--- src/rtl/dly_tap_sequencer_if.sv ---
// Command handshake between a calibration/CSR master and the delay-tap sequencer.
interface dly_tap_sequencer_if;
    logic       cmd_valid;
    logic       cmd_ready;
    logic [1:0] cmd_op;
    logic [7:0] cmd_count;

    modport master (output cmd_valid, output cmd_op, output cmd_count, input cmd_ready);
    modport slave  (input cmd_valid, input cmd_op, input cmd_count, output cmd_ready);
endinterface

--- src/rtl/dly_tap_sequencer.sv ---
// Turns reset/step-up/step-down commands into spaced idelay_rst/ce/inc pulses
// for the LUT delay-select generator, confirming each step via its done echo.
module dly_tap_sequencer #(
    parameter  int LUTs = 2,
    parameter  int GAP  = 4,
    parameter  int TMO  = 4,
    localparam int TW   = $clog2(LUTs + 1)
) (
    input  logic                 clk,
    input  logic                 rst_n,
    dly_tap_sequencer_if.slave   cmd,
    output logic                 idelay_rst,
    output logic                 idelay_ce,
    output logic                 idelay_inc,
    input  logic                 done,
    output logic                 busy,
    output logic [TW-1:0]        tap,
    output logic                 sat,
    output logic                 err
);

    localparam int CNT_MAX = (GAP > TMO) ? GAP : TMO;
    localparam int CW      = $clog2(CNT_MAX);

    localparam logic [TW-1:0] TAP_MAX  = TW'(LUTs);
    localparam logic [CW-1:0] GAP_LAST = CW'(GAP - 1);
    localparam logic [CW-1:0] TMO_LAST = CW'(TMO - 1);

    typedef enum logic [2:0] {
        S_IDLE,
        S_RST,
        S_PULSE,
        S_WAIT,
        S_SETTLE
    } state_t;

    state_t          state, state_nx;
    logic            ready_q;
    logic [1:0]      op_q;
    logic [7:0]      remaining;
    logic [CW-1:0]   cnt;
    logic            accept;
    logic            step_legal;

    assign accept        = cmd.cmd_valid & ready_q;
    assign cmd.cmd_ready = ready_q;
    assign busy          = ~ready_q;

    // op_q[0] selects direction: 0 = increment, 1 = decrement
    assign step_legal = op_q[0] ? (tap != '0) : (tap < TAP_MAX);

    always_ff @(posedge clk or negedge rst_n) begin
        if (!rst_n) begin
            state   <= S_IDLE;
            ready_q <= 1'b1;
        end else begin
            state   <= state_nx;
            ready_q <= (state_nx == S_IDLE);
        end
    end

    always_comb begin
        state_nx = state;
        case (state)
            S_IDLE: begin
                if (accept) begin
                    if (cmd.cmd_op == 2'b01)
                        state_nx = S_RST;
                    else if (cmd.cmd_op[1] && (cmd.cmd_count != 8'd0))
                        state_nx = S_PULSE;
                end
            end
            S_RST:   state_nx = S_SETTLE;
            S_PULSE: state_nx = step_legal ? S_WAIT : S_SETTLE;
            S_WAIT: begin
                if (done)
                    state_nx = S_SETTLE;
                else if (cnt == TMO_LAST)
                    state_nx = S_IDLE;
            end
            S_SETTLE: begin
                if (cnt == GAP_LAST)
                    state_nx = (remaining != 8'd0) ? S_PULSE : S_IDLE;
            end
            default: state_nx = S_IDLE;
        endcase
    end

    always_comb begin
        idelay_rst = 1'b0;
        idelay_ce  = 1'b0;
        idelay_inc = 1'b0;
        case (state)
            S_RST:   idelay_rst = 1'b1;
            S_PULSE: begin
                idelay_ce  = step_legal;
                idelay_inc = step_legal & ~op_q[0];
            end
            default: ;
        endcase
    end

    // Cycle counter restarts on every state change, so it measures time in WAIT/SETTLE
    always_ff @(posedge clk or negedge rst_n) begin
        if (!rst_n)
            cnt <= '0;
        else if (state_nx != state)
            cnt <= '0;
        else
            cnt <= cnt + 1'b1;
    end

    always_ff @(posedge clk or negedge rst_n) begin
        if (!rst_n) begin
            op_q      <= 2'b00;
            remaining <= 8'd0;
            tap       <= '0;
            sat       <= 1'b0;
            err       <= 1'b0;
        end else begin
            if (accept) begin
                op_q      <= cmd.cmd_op;
                remaining <= cmd.cmd_count;
                sat       <= 1'b0;
                err       <= 1'b0;
            end
            case (state)
                S_RST: tap <= '0;
                S_PULSE: begin
                    if (!step_legal) begin
                        sat       <= 1'b1;
                        remaining <= 8'd0;
                    end
                end
                S_WAIT: begin
                    if (done) begin
                        tap       <= op_q[0] ? (tap - 1'b1) : (tap + 1'b1);
                        remaining <= remaining - 1'b1;
                    end else if (cnt == TMO_LAST) begin
                        err       <= 1'b1;
                        remaining <= 8'd0;
                    end
                end
                default: ;
            endcase
        end
    end

endmodule

--- src/flat_wrapper.sv ---
// flat-port wrapper written by rule: the top's interface ports become plain ports
module dly_tap_sequencer_flat 
#(
    parameter  int LUTs = 2,
    parameter  int GAP  = 4,
    parameter  int TMO  = 4,
    localparam int TW   = $clog2(LUTs + 1)
)
  (clk, rst_n, idelay_rst, idelay_ce, idelay_inc, done, busy, tap, sat, err, cmd_cmd_valid, cmd_cmd_op, cmd_cmd_count, cmd_cmd_ready);
  dly_tap_sequencer_if cmd_i ();
  input  logic clk;
  input  logic rst_n;
  output logic idelay_rst;
  output logic idelay_ce;
  output logic idelay_inc;
  input  logic done;
  output logic busy;
  output logic [TW-1:0] tap;
  output logic sat;
  output logic err;
  input wire logic [$bits(cmd_i.cmd_valid)-1:0] cmd_cmd_valid;
  input wire logic [$bits(cmd_i.cmd_op)-1:0] cmd_cmd_op;
  input wire logic [$bits(cmd_i.cmd_count)-1:0] cmd_cmd_count;
  output wire logic [$bits(cmd_i.cmd_ready)-1:0] cmd_cmd_ready;
  assign cmd_i.cmd_valid = cmd_cmd_valid;
  assign cmd_i.cmd_op = cmd_cmd_op;
  assign cmd_i.cmd_count = cmd_cmd_count;
  assign cmd_cmd_ready = cmd_i.cmd_ready;
  dly_tap_sequencer #(.LUTs(LUTs), .GAP(GAP), .TMO(TMO)) u_core (.clk(clk), .rst_n(rst_n), .cmd(cmd_i), .idelay_rst(idelay_rst), .idelay_ce(idelay_ce), .idelay_inc(idelay_inc), .done(done), .busy(busy), .tap(tap), .sat(sat), .err(err));
endmodule
--- config.mk ---
export PLATFORM = sky130hd
export DESIGN_NAME = dly_tap_sequencer_flat
export DESIGN_NICKNAME = d
export VERILOG_FILES = /design/src/rtl/dly_tap_sequencer_if.sv /design/src/rtl/dly_tap_sequencer.sv /design/src/flat_wrapper.sv
export SDC_FILE = /design/constraint.sdc
export NUM_CORES = 1
export LEC_CHECK = 0
export BUFFER_PORTS_ARGS = -buffer_cell sky130_fd_sc_hd__buf_2
export CORE_MARGIN = 4
export CORE_UTILIZATION = 45
export CTS_BUF_LIST = sky130_fd_sc_hd__clkbuf_16
export DETAILED_ROUTE_END_ITERATION = 7
export GPL_TIMING_DRIVEN = 1
export PLACE_DENSITY = 0.76
export SETUP_SLACK_MARGIN = 0.02
export SYNTH_ARGS = -nofsm -noshare
export SYNTH_HDL_FRONTEND = slang
export SYNTH_SLANG_ARGS = --single-unit
--- constraint.sdc ---
create_clock -name clk -period 1.6 [get_ports clk]
set_input_delay 0.24 -clock clk [delete_from_list [all_inputs] [get_ports clk]]
set_output_delay 0.24 -clock clk [all_outputs]
set_load 0.02 [all_outputs]
# --- After elaboration in Yosys (flattened, before gate mapping) ---
# Cells that the tools add are included.
totals:
  input_bits: 14
  ff_bits: 19
  elab_cells: 62
classes:
  n_mux: 29
  n_eq_ne: 8
  bitwise: 4
  order_cmp: 1
  addsub: 4
  n_reduce_logical: 8
ops:
  columns: ["cell", "count"]
  rows:
  - ["$mux W8", 4]
  - ["$mux W3", 7]
  - ["$pmux W8 S2", 1]
  - ["$reduce_bool A8 Y1", 2]
  - ["$pmux W3 S5", 1]
  - ["$mux W1", 11]
  - ["$mux W2", 4]
  - ["$sub A8 B1 Y8 const B", 1]
  - ["$eq A3 B2 Y1 const B", 2]
  - ["$logic_not A3 Y1", 2]
  - ["$add A2 B1 Y2 const B", 2]
  - ["$pmux W2 S2", 1]
  - ["$reduce_bool A2 Y1", 2]
  - ["$eq A3 B1 Y1 const B", 1]
  - ["$eq A3 B3 Y1 const B", 1]
  - ["$ne A3 B3 Y1", 1]
  - ["$and A1 B1 Y1", 2]
  - ["$eq A2 B1 Y1 const B", 1]
  - ["$eq A2 B2 Y1 const B", 1]
  - ["$lt A2 B2 Y1 const B", 1]
  - ["$ne A2 B2 Y1 const B", 1]
  - ["$not A1 Y1", 2]
  - ["$reduce_and A2 Y1", 1]
  - ["$sub A2 B1 Y2 const B", 1]
  - ["$logic_and A1 B1 Y1", 1]

# --- Longest topological paths before layout ---
# Gate-level depths: netlist of the first run.
depth:
  word_depth: 8
  mapped_depth: 6
  ltp_nobuf: 6

# --- Worst setup path after synthesis of the first run ---
# Ideal clock, no wire load.
synth_path:
  path_kind: "reg-to-reg"
  from: "register u_core.remaining[3]"
  to: "register u_core.cnt[0]"
  path_stages_with_launch: 5
  synth_period_minus_slack_ns: 1.623
  slack_ns: -0.023
  n_path_buf: 0
  t_arrival_ns: 1.529
  path_cell_list: "dfrtp_1 or4_4 o41ai_4 nand3b_1 a211oi_1"
synth_between:
  elab_chain_cells: 6
synth_rtl:
  columns: ["element", "line_no", "text"]
  rows:
  - ["from (decl)", "dly_tap_sequencer.sv:40", "logic [7:0] remaining;"]
  - ["from (signal assigned)", "dly_tap_sequencer.sv:123", "remaining <= cmd.cmd_count;"]
  - ["from (signal assigned)", "dly_tap_sequencer.sv:138", "remaining <= remaining - 1'b1;"]
  - ["$reduce_bool A8 Y1", "dly_tap_sequencer.sv:83", "state_nx = (remaining != 8'd0) ? S_PULSE : S_IDLE;"]
  - ["$mux W2", "dly_tap_sequencer.sv:83", null]
  - ["$mux W3", "dly_tap_sequencer.sv:82", "if (cnt == GAP_LAST)"]
  - ["$pmux W3 S5", "dly_tap_sequencer.sv:64", "case (state)"]
  - ["$ne A3 B3 Y1", "dly_tap_sequencer.sv:107", "else if (state_nx != state)"]
  - ["$mux W2", "dly_tap_sequencer.sv:107", null]
  - ["to (signal assigned)", "dly_tap_sequencer.sv:110", "cnt <= cnt + 1'b1;"]
  - ["to (decl)", "dly_tap_sequencer.sv:41", "logic [CW-1:0] cnt;"]
# No other way between the ends.
# A chain may end at the register's enable or synchronous reset.

# --- Worst setup path after layout of the first run ---
layout_path:
  from: "register u_core.state[0]"
  to: "output port idelay_ce"
layout_between:
  elab_chain_cells: 2
layout_rtl:
  columns: ["element", "line_no", "text"]
  rows:
  - ["from (decl)", "dly_tap_sequencer.sv:37", "state_t state, state_nx;"]
  - ["from (signal assigned)", "dly_tap_sequencer.sv:57", "state <= state_nx;"]
  - ["$eq A3 B2 Y1", "dly_tap_sequencer.sv:93", "case (state)"]
  - ["$mux W1", "dly_tap_sequencer.sv:93", null]
  - ["to (decl)", "flat_wrapper.sv:14", "output logic idelay_ce;"]
# No other way between the ends.

==> flow_summary.ini, run 1 <==
[sta]
hold_violations = 0
fin_crit_ns = 1.73
rsz0062_at_grt = yes
setup_tns_ns = -0.366
maxSlewViolCount = 0
fin_crit_sh = 1.08
skew_ns = 0.00452
worstMarginPinSlew_ns = 0.435
fin_ws_ns = -0.133
setup_viol = 10
max_slew_margin = 0.710
fmax_ghz = 0.577

[grt]
antenna_found_initial = 0
grt_pass1_vias = 1314
track_usage = 0.211
grt_overflow = 0
grt_max_degree = 20
grt_pass1_wl_mm = 5.78

[placement]
port_buffers = 22
hpwl_mm = 2.57
dp.cells = 196
dp_slack_ns = -0.0492
gp_congestion = 0.950

[clock_tree]
clockBufferDepth = 2
cts_tree = done
clock_sinks = 19
clk_root_buffer_cell = clkbuf_16
cts_made_buffers = 3
clk_pin_slew_ns = 0.06
ctsHtreeMaxLevel = 1
clock_latency_ns = 0.25

[synthesis]
synth_top_family_by_area = simple AND/OR/NAND/NOR gates
synthSimpleGateAreaFrac = 0.243
yosysUniqueCellTypes = 48
synth_edf_count = 0
yosys-top-cells-area = dfrtp_1, ha_1, mux2i_1
ys_async_sr_fraction = 1.00
syn_inst = 127
avgSynthCellArea_um2 = 9.64
ys_seq_elements = 19
yosysTopAreaCellShare = 0.368
yosys.area.top_type = dfrtp_1
synthAdderAreaFrac = 0.0409
syn_nets = 145
yosysMostFrequentCell = dfrtp_1
synth_mux_area_frac = 0.0685
netlist_area_mm2 = 0.00122
synth_compound_area_frac = 0.174
ys_dominant_reg_cell = dfrtp_1
synth-xor-area-share = 0.0358
synthTopCellsByCount = dfrtp_1, inv_1, nand2_1
yosysWarnings = 0
yosysSeqAreaShare = 0.390

[setup_path]
rrSetupSlack_ns = -0.06
path_class = reg -> out
arrival_ns = 1.49
cp_max_fo = 3
end_kind = output pin
required_ns = 1.36
start_kind = flop

[drt]
via_per_inst = 5.89
wl_mm = 3.76
met3_length_um = 139
m1WireLength_mm = 1.54
vias = 1214
wire_per_inst_um = 18.3
postRouteAntennaNets = 0
drc = 0
dr.max_layer_used = met4
met2WireLength_mm = 2.01
firstDrtPassIters = 4
drt-initial-drc-count = 42

[run_status]
status = complete, but fails checks
violations = setup timing

[floorplanning]
die_y_um = 60.1
die_area_mm2 = 0.00362
initial_utilization = 0.481
std_cell_rows = 18
core_mm2 = 0.00254
die_x_um = 60.1
io_pins = 23

[worst_hold_path]
min_path_type = in -> reg

[layout]
fin_util = 0.713
nets = 195
antennaDiodeCount = 0
drive_above_1_share = 0.517
areaGrowthSynthToFinish_pct = 48.3
final_cells = 206

[power]
total_power_mw = 3.60
vdd_ir_drop_max_mv = 1.38
leakagePower_nw = 0.833
power_density_mw_per_mm2 = 1990

[run]
max_cap_violations = 0
worst max-delay path, stage by stage, from the launching register on:
cell	delay [ns]
dfrtp_2	0.44
nor3b_4	0.20
or3b_4	0.43
inv_2	0.07
buf_6	0.11
layout make-up:
cell class                 instances  area, um2
inverter                           9       33.8
sequential                        19        478
clock buffer                       3       75.1
fill                             189        731
multi-input combinational         93        840
timing repair buffer              51        345
tap                               30       37.5
clock inverter                     1       5.00
power by group:
| part | internal [mW] | switching [mW] | leakage, nW |
|---|---|---|---|
| clock | 0.335 | 0.175 | 0.0409 |
| combinational | 1.07 | 1.11 | 0.553 |
| sequential | 0.703 | 0.206 | 0.239 |
| total | 2.11 | 1.49 | 0.833 |
layer usage:
metal | GRT usage | vias up
met5 | 0 | -
met4 | 0.0665 | 0
met3 | 0.0346 | 10
met2 | 0.377 | 45
met1 | 0.254 | 591
li1 | - | 568
cells in the final DEF (no fill, tap or decap), types with 3 or more instances in the layout:
cell type	netlist	routed
clkbuf_16	0	3
buf_4	0	29
nand2b_1	5	5
buf_2	2	19
dfrtp_1	18	17
nand2_1	8	8
mux2i_1	5	5
nor2_1	5	5
ha_1	4	3
o22ai_2	0	4
a21oi_1	3	3
mux2_2	3	3
xnor2_1	4	4
inv_1	9	7
o21ai_0	4	4
nand3_1	4	4
metrics by stage:
step                      instance area (um2)  hold slack, ns
after floorplan                          1230         -0.0556
after global placement                   1520           0.201
after detailed placement                 1520           0.207
after CTS                                1680           0.266
after global routing                     1810           0.288
final                                    1810           0.280
path summary, 6_finish.rpt:
path / startpoint / end / cells past startpoint
worst max-delay path: u_core.state[0] / idelay_ce / 4
worst min-delay path: cmd_cmd_op[0] / u_core.op_q[0] / 2
worst max register to register: u_core.state[0] / u_core.cnt[0] / 5
worst min register to register: u_core.sat / u_core.sat / 2
max in group asynchronous: rst_n / u_core.cmd.cmd_ready / 2
min in group asynchronous: rst_n / u_core.remaining[6] / 2
cells by family (layout without fill, tap and decap cells):
group,after synthesis,count (layout)
flip-flops,19,19
multiplexers,8,8
AND/OR/NAND/NOR,48,48
AO/OA/AOI/OAI,28,28
XOR/XNOR,5,5
adder cells (fa/ha/maj),4,4
buffers and inverters,15,64
flip-flops by register name, indices dropped and copies added, names as in the netlist:
register and count:
u_core.remaining 8, u_core.state 3, u_core.cnt 2, u_core.tap 2
u_core.cmd.cmd_ready 1, u_core.err 1, u_core.op_q 1, u_core.sat 1
what timing repair did:
action	CTS	global route
pin swaps	6	10
resized for setup	14	23
setup endpoints to repair	13	17
hold endpoints to repair	18	0
setup buffers	3	5
hold buffers	1	0
Power figures use the tool's default switching activity.
==> inputs of run 2 (changes only) <==
Settings changed: CTS_CLUSTER_DIAMETER from default to 50, PLACE_DENSITY 0.76 to 0.74.
Clock period 1.6 ns to 1.9 ns, I/O delays scaled along.
==> flow_summary.ini, run 2 (synthesis results as in run 1) <==
[layout]
largest_reg_flops = 8
final_common_cell = buf_2
nets = 175
areaGrowthSynthToFinish_pct = 24.1
drive_above_1_share = 0.308
antennaDiodeCount = 0
reg.largest.list = u_core.remaining (8), u_core.state (3)
largest_register = u_core.remaining
layout_common_cells = buf_2, dfrtp_1, inv_1, buf_4, nand2_1

[clock_tree]
ctsHtreeMaxLevel = 1
cts_tree = done
clock_sinks = 19
clock_latency_ns = 0.25
clockBufferDepth = 2
clk_pin_slew_ns = 0.06
cts_made_buffers = 3
clk_root_buffer_cell = clkbuf_16

[sta]
maxSlewViolCount = 0
fin_crit_sh = 0.950
hold_violations = 0
fin_ws_ns = 0.0947
worstMarginPinSlew_ns = 0.617
setup_viol = 0
rsz0062_at_grt = no
max_slew_margin = 0.584
fin_crit_ns = 1.81
skew_ns = 0.00292
fmax_ghz = 0.554
setup_tns_ns = 0

[setup_path]
rrSetupSlack_ns = 0.11
end_kind = output pin
r2r-end = u_core.cnt[0]
start_kind = flop
path_class = reg -> out
cp_max_fo = 6
required_ns = 1.62
r2r_cells = 4
arrival_ns = 1.52
r2r-start = u_core.remaining[3]

[drt]
drt-initial-drc-count = 26
drc = 0
wire_per_inst_um = 16.5
firstDrtPassIters = 4
vias = 1107
via_per_inst = 5.95
postRouteAntennaNets = 0
wl_mm = 3.06

[placement]
port_buffers = 22
gp_congestion = 0.869
hpwl_mm = 2.31
dp_slack_ns = 0.129

[grt]
grt_pass1_vias = 1139
track_usage = 0.190
grt_overflow = 0
grt_max_degree = 20
antenna_found_initial = 0
grt_pass1_wl_mm = 5.17

[floorplanning]
core_mm2 = 0.00254
io_pins = 23
initial_utilization = 0.481
die_y_um = 60.1
die_area_mm2 = 0.00362
die_x_um = 60.1
std_cell_rows = 18

[worst_hold_path]
whs_path_depth = 2
holdCritStartpoint = cmd_cmd_op[0]
min_path_type = in -> reg
min_to = u_core.op_q[0]

[run_status]
status = finished, final reports clean

[run]
max_cap_violations = 0

[power]
leakagePower_nw = 0.710
power_density_mw_per_mm2 = 1640
vdd_ir_drop_max_mv = 1.20
==> run 2: where the power goes <==
part,total (mW),internal (mW),leakage (nW),switching [mW]
clock,0.431,0.282,0.0409,0.149
sequential,0.806,0.593,0.239,0.213
combinational,1.25,0.580,0.429,0.675
==> run 2: final cells by class <==
class,instances,area [um2]
clock inverter,1,5.00
multi-input combinational,93,707
tap,30,37.5
clock buffer,3,75.1
sequential,19,478
timing repair buffer,31,183
inverter,9,33.8
fill,223,1030
==> run 2: metal layers <==
| layer | global-route usage | vias to the layer above | part of all wire |
|---|---|---|---|
| li1 | - | 522 | - |
| met3 | 0.0389 | 8 | 0.033 |
| met5 | 0 | - | 0 |
| met1 | 0.233 | 554 | 0.44 |
| met2 | 0.319 | 23 | 0.50 |
| met4 | 0.0791 | 0 | 0.025 |
==> run 2: how the worst max path moves through the flow <==
stage | cells after the start | end | start
final | 4 | idelay_ce | u_core.state[0]
after floorplan | 4 | u_core.cnt[0] | u_core.remaining[3]
after global routing | 4 | u_core.cnt[0] | u_core.remaining[3]
after CTS | 4 | idelay_ce | u_core.state[0]
after global placement | 5 | u_core.cnt[0] | cmd_cmd_count[4]
after detailed placement | 5 | u_core.cnt[0] | cmd_cmd_count[4]
==> run 2: timing repair <==
| action | 4_1_cts | 5_1_grt |
|---|---|---|
| endpoints found under the setup margin | 1 | 3 |
| gates resized for setup | 2 | 4 |
| setup buffers | 1 | 2 |
| hold buffers | 1 | 0 |
| hold endpoints to repair | 18 | 0 |
| pin swaps | 1 | 1 |
==> run 2: worst max-delay path, stage by stage (launching register included) <==
cell	delay (ns)
dfrtp_2	0.45
nor3b_4	0.22
or3b_4	0.41
inv_1	0.06
buf_4	0.13
==> run 2: through the flow <==
| step | std cells | util | power (mW) | area [um2] | hold WS, ns |
|---|---|---|---|---|---|
| 2_1_floorplan | 127 | - | 1.62 | 1220 | -0.0106 |
| 3_3_place_gp | 178 | 0.544 | 1.91 | 1380 | 0.246 |
| 3_5_place_dp | 178 | 0.544 | 1.95 | 1380 | 0.254 |
| 4_1_cts | 184 | 0.584 | 2.42 | 1490 | 0.290 |
| 5_1_grt | 186 | 0.597 | 2.68 | 1520 | 0.305 |
| 6_report | 186 | 0.597 | 2.49 | 1520 | 0.290 |
